===== src/rtl/tmu2_blend_arb_pkg.sv =====
// Shared bundle layout and sizing helpers for the tmu2 blend arbiter slice.
// Bundle is {dadr, colora, colorb, colorc, colord, x_frac, y_frac}, dadr in the MSBs.
package tmu2_blend_arb_pkg;

  localparam int unsigned REQ_N     = 2;
  localparam int unsigned COLOR_W   = 16;
  localparam int unsigned FRAC_W    = 6;

  localparam int unsigned YFRAC_OFF  = 0;
  localparam int unsigned XFRAC_OFF  = YFRAC_OFF + FRAC_W;
  localparam int unsigned COLORD_OFF = XFRAC_OFF + FRAC_W;
  localparam int unsigned COLORC_OFF = COLORD_OFF + COLOR_W;
  localparam int unsigned COLORB_OFF = COLORC_OFF + COLOR_W;
  localparam int unsigned COLORA_OFF = COLORB_OFF + COLOR_W;
  localparam int unsigned DADR_OFF   = COLORA_OFF + COLOR_W;

  typedef enum logic {
    REQ0 = 1'b0,
    REQ1 = 1'b1
  } req_id_e;

  function automatic int unsigned BUNDLE_W(input int unsigned fml_depth);
    return fml_depth - 1 + DADR_OFF;
  endfunction

endpackage


===== src/rtl/tmu2_tagfifo.sv =====
// In-order requester-ID FIFO for blend operations in flight.
// Push while empty is not bypassed; head is valid one cycle after the push.
module tmu2_tagfifo #(
  parameter int unsigned DEPTH = 8
) (
  input  logic                     i_clk,
  input  logic                     i_rst,
  input  logic                     i_push,
  input  logic                     i_push_tag,
  input  logic                     i_pop,
  output logic                     o_head,
  output logic                     o_empty,
  output logic                     o_full,
  output logic [$clog2(DEPTH):0]   o_count
);

  localparam int unsigned AW = $clog2(DEPTH);

  logic          r_mem [DEPTH];
  logic [AW-1:0] r_wptr;
  logic [AW-1:0] r_rptr;
  logic [AW:0]   r_count;
  logic          w_push;
  logic          w_pop;

  assign o_empty = (r_count == '0);
  assign o_full  = (r_count == (AW+1)'(DEPTH));
  assign o_count = r_count;
  assign o_head  = r_mem[r_rptr];

  // A pop frees the slot this cycle, so push-while-full is legal alongside it.
  assign w_pop  = i_pop & ~o_empty;
  assign w_push = i_push & (~o_full | w_pop);

  always_ff @(posedge i_clk) begin
    if (w_push) r_mem[r_wptr] <= i_push_tag;
  end

  always_ff @(posedge i_clk) begin
    if (i_rst) begin
      r_wptr  <= '0;
      r_rptr  <= '0;
      r_count <= '0;
    end else begin
      if (w_push) r_wptr <= r_wptr + 1'b1;
      if (w_pop)  r_rptr <= r_rptr + 1'b1;
      r_count <= r_count + {{AW{1'b0}}, w_push} - {{AW{1'b0}}, w_pop};
    end
  end

endmodule


===== src/rtl/tmu2_blend_arb.sv =====
// Round-robin share of one tmu2_blend pipeline between two texel lanes;
// results are steered back by an in-order tag FIFO with zero added latency.
module tmu2_blend_arb
  import tmu2_blend_arb_pkg::*;
#(
  parameter int unsigned fml_depth = 26,
  parameter int unsigned tag_depth = 8
) (
  input  logic                              sys_clk,
  input  logic                              sys_rst,
  output logic                              busy,
  input  logic [REQ_N-1:0]                  req_stb_i,
  output logic [REQ_N-1:0]                  req_ack_o,
  input  logic [BUNDLE_W(fml_depth)-1:0]    req0_data,
  input  logic [BUNDLE_W(fml_depth)-1:0]    req1_data,
  output logic                              blend_stb_o,
  input  logic                              blend_ack_i,
  output logic [BUNDLE_W(fml_depth)-1:0]    blend_data,
  input  logic                              blend_stb_i,
  output logic                              blend_ack_o,
  input  logic [fml_depth-2:0]              blend_dadr_f,
  input  logic [COLOR_W-1:0]                blend_color,
  output logic [REQ_N-1:0]                  res_stb_o,
  input  logic [REQ_N-1:0]                  res_ack_i,
  output logic [fml_depth-2:0]              res_dadr,
  output logic [COLOR_W-1:0]                res_color
);

  localparam int unsigned CW = $clog2(tag_depth) + 1;

  if (tag_depth < 8 || (tag_depth & (tag_depth - 1)) != 0) begin : g_bad_depth
    $error("tag_depth must be a power of two >= 8");
  end

  req_id_e          r_rr_last;
  logic [REQ_N-1:0] w_grant;
  logic             w_any_grant;
  logic             w_issue;
  logic             w_pop;
  logic             w_head;
  logic             w_empty;
  logic             w_full;
  logic [CW-1:0]    w_count;

  // On contention the requester that did not win last time goes first.
  always_comb begin
    w_grant    = '0;
    w_grant[0] = req_stb_i[0] & (~req_stb_i[1] | (r_rr_last == REQ1));
    w_grant[1] = req_stb_i[1] & (~req_stb_i[0] | (r_rr_last == REQ0));
  end

  assign w_any_grant = |w_grant;
  assign blend_stb_o = w_any_grant & ~w_full;
  assign blend_data  = w_grant[1] ? req1_data : req0_data;
  assign req_ack_o   = w_grant & {REQ_N{blend_ack_i & ~w_full}};
  assign w_issue     = blend_stb_o & blend_ack_i;

  always_ff @(posedge sys_clk) begin
    if (sys_rst)      r_rr_last <= REQ1;
    else if (w_issue) r_rr_last <= req_id_e'(w_grant[1]);
  end

  tmu2_tagfifo #(
    .DEPTH (tag_depth)
  ) u_tagfifo (
    .i_clk      (sys_clk),
    .i_rst      (sys_rst),
    .i_push     (w_issue),
    .i_push_tag (w_grant[1]),
    .i_pop      (w_pop),
    .o_head     (w_head),
    .o_empty    (w_empty),
    .o_full     (w_full),
    .o_count    (w_count)
  );

  always_comb begin
    res_stb_o         = '0;
    res_stb_o[w_head] = blend_stb_i & ~w_empty;
  end

  assign blend_ack_o = res_ack_i[w_head] & ~w_empty;
  assign w_pop       = blend_stb_i & blend_ack_o;
  assign res_dadr    = blend_dadr_f;
  assign res_color   = blend_color;
  assign busy        = (w_count != '0) | (|req_stb_i);

  a_no_orphan_result: assert property (@(posedge sys_clk) disable iff (sys_rst)
    !(blend_stb_i && w_empty));

endmodule


===== config.mk =====
export PLATFORM = sky130hd
export DESIGN_NAME = tmu2_blend_arb
export DESIGN_NICKNAME = d
export VERILOG_FILES = /design/src/rtl/tmu2_blend_arb_pkg.sv /design/src/rtl/tmu2_tagfifo.sv /design/src/rtl/tmu2_blend_arb.sv
export SDC_FILE = /design/constraint.sdc
export NUM_CORES = 1
export LEC_CHECK = 0
export ABC_AREA = 1
export CAP_MARGIN = 15
export CORE_AREA = 2 2 153 155
export DETAILED_ROUTE_END_ITERATION = 8
export DIE_AREA = 0 0 155 157
export GPL_TIMING_DRIVEN = 0
export SLEW_MARGIN = 20
export SYNTH_ARGS = -nofsm -noshare
export SYNTH_HDL_FRONTEND = slang
export SYNTH_SLANG_ARGS = --single-unit

===== constraint.sdc =====
create_clock -name sys_clk -period 5.1 [get_ports sys_clk]
set_input_delay 1.02 -clock sys_clk [delete_from_list [all_inputs] [get_ports sys_clk]]
set_output_delay 1.02 -clock sys_clk [all_outputs]
set_load 0.05 [all_outputs]

After elaboration in Yosys (flattened, before gate mapping)

Memories as Yosys holds them, arrays and structs flattened. A register that Yosys moved wholly into a read port is not among the register bits.
Index checks and enable logic that the tools add are counted.
W data, S select, Z words.

Register bits after elaboration: 11
Memory bits (writable): 8
Input bits: 251
Output and inout bits: 149
Word-level logic and storage cells: 47
Memories: 1

Memory list:

| name            | depth | bits a word | read ports | clocked after memory_dff | write ports | line               | text |
|---|---|---|---|---|---|---|---|
| u_tagfifo.r_mem | 8     | 1           | 1          | 1                        | 1           | tmu2_tagfifo.sv:19 | `logic r_mem [DEPTH];` |

$add $sub $neg: 4
$lt $le $gt $ge: 2
Eq/ne operators: 1
Multiplexer cells: 9
Bitwise gates (word level): 21
Reduce and logical (&&, ||, !) cells: 5

Operators by type and width:

| kind                  | count |
|---|---|
| $mux W101             | 1 |
| $and A1 B1 Y1         | 10 |
| $add A3 B1 Y3 const B | 2 |
| $mux W3               | 2 |
| $mux W1               | 5 |
| $not A1 Y1            | 5 |
| $add A4 B1 Y4         | 1 |
| $and A2 B2 Y2         | 2 |
| $eq A4 B4 Y1 const B  | 1 |
| $logic_not A4 Y1      | 1 |
| $or A1 B1 Y1          | 4 |
| $reduce_bool A4 Y1    | 1 |
| $reduce_or A2 Y1      | 2 |
| $sub A4 B1 Y4         | 1 |
| $lt A1 B2 Y1 const B  | 1 |
| $demux W1 S1          | 1 |
| $ge A1 B1 Y1 const B  | 1 |
| $logic_and A1 B1 Y1   | 1 |

Logic depth before layout (Yosys ltp)

Word-level depth: 9
Mapped depth: 15
Depth with buffers taken out: 15

Modules after synthesis

Synthesis repeated with hierarchy kept, for this count alone.

Cell total of the unflattened synthesis: 515
Area total of the unflattened synthesis: 2835.2 µm²

By module, submodules not included:

| module         | times used | cells an instance | area each (µm²) | sequential area each (µm²) |
|---|---|---|---|---|
| tmu2_blend_arb | 1          | 398               | 1788.0          | 20.0 |
| tmu2_tagfifo   | 1          | 117               | 1047.3          | 500.5 |

Worst setup path after synthesis

No wires, ideal clock.

Path kind: input to output
From: input req_stb_i[0]
To: output req_ack_o[0]
Data arrival time: 2051 ps
Data required time: 4080 ps
Path slack: 2029 ps
Cell stages on the path: 5
Path through: nand2_1 -> nand2_1 -> buf_2 -> nand2_1 -> nor2_1

Cells in the longest elaborated chain, start to end: 2

Ends and longest elaborated chain:

| element       | line                 | text |
|---|---|---|
| from (decl)   | tmu2_blend_arb.sv:12 | `input logic [REQ_N-1:0] req_stb_i,` |
| $and A1 B1 Y1 | tmu2_blend_arb.sv:48 | `w_grant[0] = req_stb_i[0] & (~req_stb_i[1] \| (r_rr_last == REQ1));` |
| $and A2 B2 Y2 | tmu2_blend_arb.sv:55 | `assign req_ack_o = w_grant & {REQ_N{blend_ack_i & ~w_full}};` |
| to (decl)     | tmu2_blend_arb.sv:13 | `output logic [REQ_N-1:0] req_ack_o,` |

Every way passes these cells.

Worst setup path after layout

From: input req_stb_i[0]
To: output blend_data[98]

Cells in the longest elaborated chain, start to end: 4

Ends and longest elaborated chain:

| element                        | line                 | text |
|---|---|---|
| $not A1 Y1                     | tmu2_blend_arb.sv:49 | `w_grant[1] = req_stb_i[1] & (~req_stb_i[0] \| (r_rr_last == REQ0));` |
| $or A1 B1 Y1                   | tmu2_blend_arb.sv:49 |  |
| $and A1 B1 Y1                  | tmu2_blend_arb.sv:49 |  |
| named net u_tagfifo.i_push_tag | tmu2_tagfifo.sv:9    | `input logic i_push_tag,` |
| $mux W101                      | tmu2_blend_arb.sv:54 | `assign blend_data = w_grant[1] ? req1_data : req0_data;` |
| to (decl)                      | tmu2_blend_arb.sv:18 | `output logic [BUNDLE_W(fml_depth)-1:0] blend_data,` |

The timed path passes the listed nets, and every way through them passes these cells.

==> impl_metrics.ini <==
[synthesis]
syn_inst = 511
synth_edf_count = 8
syn_area_mm2 = 0.00271
synth-main-ff-cell = dfxtp_1
ys_seq_area_share_pct = 19.2
syn_area_per_cell_um2 = 5.30
synth.area.top_cells = nand2_1 (46%), buf_4 (11%), dfxtp_1 (10%)
ys_ff_latch = 22
synth_cell_types = 25
synth-async-reset-ratio_pct = 0
yosys_warnings = 0
synth_top_area_share_pct = 45.9
synth_common_cells = nand2_1 (331), buf_4 (41), inv_1 (31), nor2_1 (21), buf_2 (18)
syn_nets = 771
synth.largest_area_cell = nand2_1
yosysMostFrequentCell = nand2_1

[timing]
finalClockSkew_ns = 0.00140
slew_viol_final = 0
setup_ws_ns = 0.477
holdWs_ns = 0.469
setup_viol_count_final = 0
min_period_ns = 4.62
fin_tns_setup_ns = 0
max_slew.worst_pin.slew_ns = 0.777
post-route-period-util_pct = 90.6
hold_viol_final = 0
relSlewSlack_pct = 48.2
max_freq_mhz = 216
rsz0062_at_grt = no

[grt]
grt_first_pass_wirelength_mm = 22.2
grt_overflow_total = 0
grt.total_usage_pct = 11.7
grt_pass1_vias = 4020
antenna_found_initial = 1
grt_max_degree = 18

[cells_and_area]
antenna_cells = 0
final_util_pct = 29.9
regArea_um2 = 520
design_area_mm2 = 0.00674
num-nets-final = 1133
drive_gt1_share_pct = 8.03
final_cell_count_no_fill = 1157
area_growth_pct = 149
nFillCells = 2456
multi_input_area_mm2 = 0.00165

[cts]
tritoncts = done
clkLatencyLatePin_ns = 0.25
post_cts.resized_instances = 0
clk_path_buf_depth = 2
clock-sinks = 22
cts_hold_buf = 0
cts_setup_buffers = 0
cts-root-buf = clkbuf_16
clkSlewWorstSetupHoldPaths_ns = 0.06
cts.htree.levels = 1
cts-buffers-inserted = 3

[route]
wl_per_cell_um = 13.9
drt_iter0_markers = 182
drcViolationCount = 0
drt-pass1-iter-count = 4
wirelength_mm = 16.1
routed-via-count = 4243
antenna_left = 0
via_per_inst = 3.67

[pwr]
power_mw = 1.70
power.density_mw_per_mm2 = 252
ir_drop_v = 0.000122
leakage_nw = 3.16

[run]
drv_cap = 0

[placement]
post_dp_cell_area_mm2 = 0.00664
io_buffers = 357
gp_congestion = 0.783
dpl.hpwl_mm = 14.2
pre_cts_slack_ns = 0.350
placed_cells = 1153

[floorplanning]
ios = 400
core_area_mm2 = 0.0225
start_util_pct = 12.0
die_h_um = 157
rows = 55
die_x_um = 155
dieArea_mm2 = 0.0243

[status]
status = complete, no violations

[worst_setup_path]
worstPathArrival_ns = 3.60
critPathRequiredTime_ns = 4.08
end_kind = primary output
cp_max_fo = 17
worstSetupPathType = input port to primary output
worst_setup_path_start_kind = input port

[min_path]
hp-class = flop to flop
## critical path, cell delays in order
cell and delay, ns:
clkdlybuf4s50_1 0.44, nand2_1 0.08, nand2_1 0.15, inv_1 0.13, clkbuf_1 0.60, nand2_1 0.21, nand2_1 0.11, clkdlybuf4s50_1 0.86
## area by class of cell
| type | instances | share of cell area [%] |
|---|---|---|
| buffer | 64 | 6.18 |
| tap | 285 | 5.29 |
| inverter | 32 | 1.78 |
| multi-input combinational | 393 | 24.5 |
| timing repair buffer | 357 | 53.0 |
| sequential | 22 | 7.73 |
| clock buffer | 4 | 1.49 |
## power by group
group | switching, mW | total (mW) | internal (mW)
clock | 0.0626 | 0.199 | 0.136
sequential | 0.0174 | 0.232 | 0.215
combinational | 0.777 | 1.27 | 0.490
total | 0.857 | 1.70 | 0.841
## cell families after synthesis
logic type	count (synthesis)	share of synthesized area (%)
compound gates	13	2.68
xor+xnor	2	0.647
fa+ha+maj	9	4.44
buf+inv	96	19.8
flops	22	19.2
simple gates	369	53.2
## cell usage in the layout, fill, tap and decap left out
cell and n:
o21ai_0 3, edfxtp_1 8, a21o_1 1, a21oi_1 7, inv_1 31, a31oi_1 1
nor2_4 1, a211o_1 1, dfxtp_1 14, nand2_1 331, nand2_2 2, nand3b_1 1
buf_4 41, nand3_1 10, clkbuf_1 4, xor2_1 1, buf_2 18, xnor2_1 1
ha_1 8, buf_1 1, clkdlybuf4s50_1 357, clkbuf_16 4, nand3_2 2, nand3_4 1
inv_2 1, nor2_1 21, fa_1 1
## layer usage
| metal | up-vias | track usage, % | routed length, um |
|---|---|---|---|
| li1 | 2209 | - | - |
| met1 | 1801 | 15.0 | 6790 |
| met2 | 217 | 20.1 | 7670 |
| met3 | 14 | 3.08 | 1470 |
| met4 | 2 | 1.94 | 187 |
| met5 | - | 0 | 9 |
## path summary, 6_finish.rpt
path | startpoint | to | slack (ns) | cells past startpoint
setup reg to reg | flop | u_tagfifo.o_count[2]$_SDFF_PP0_ | 2.82 | 13
hold / removal | r_rr_last$_SDFFE_PP1P_ | r_rr_last$_SDFFE_PP1P_ | 0.47 | 1
setup / recovery | req_stb_i[0] | blend_data[98] | 0.48 | 8
hold reg to reg | r_rr_last$_SDFFE_PP1P_ | r_rr_last$_SDFFE_PP1P_ | 0.47 | 1
No activity file was read; power rests on OpenSTA's default activity.
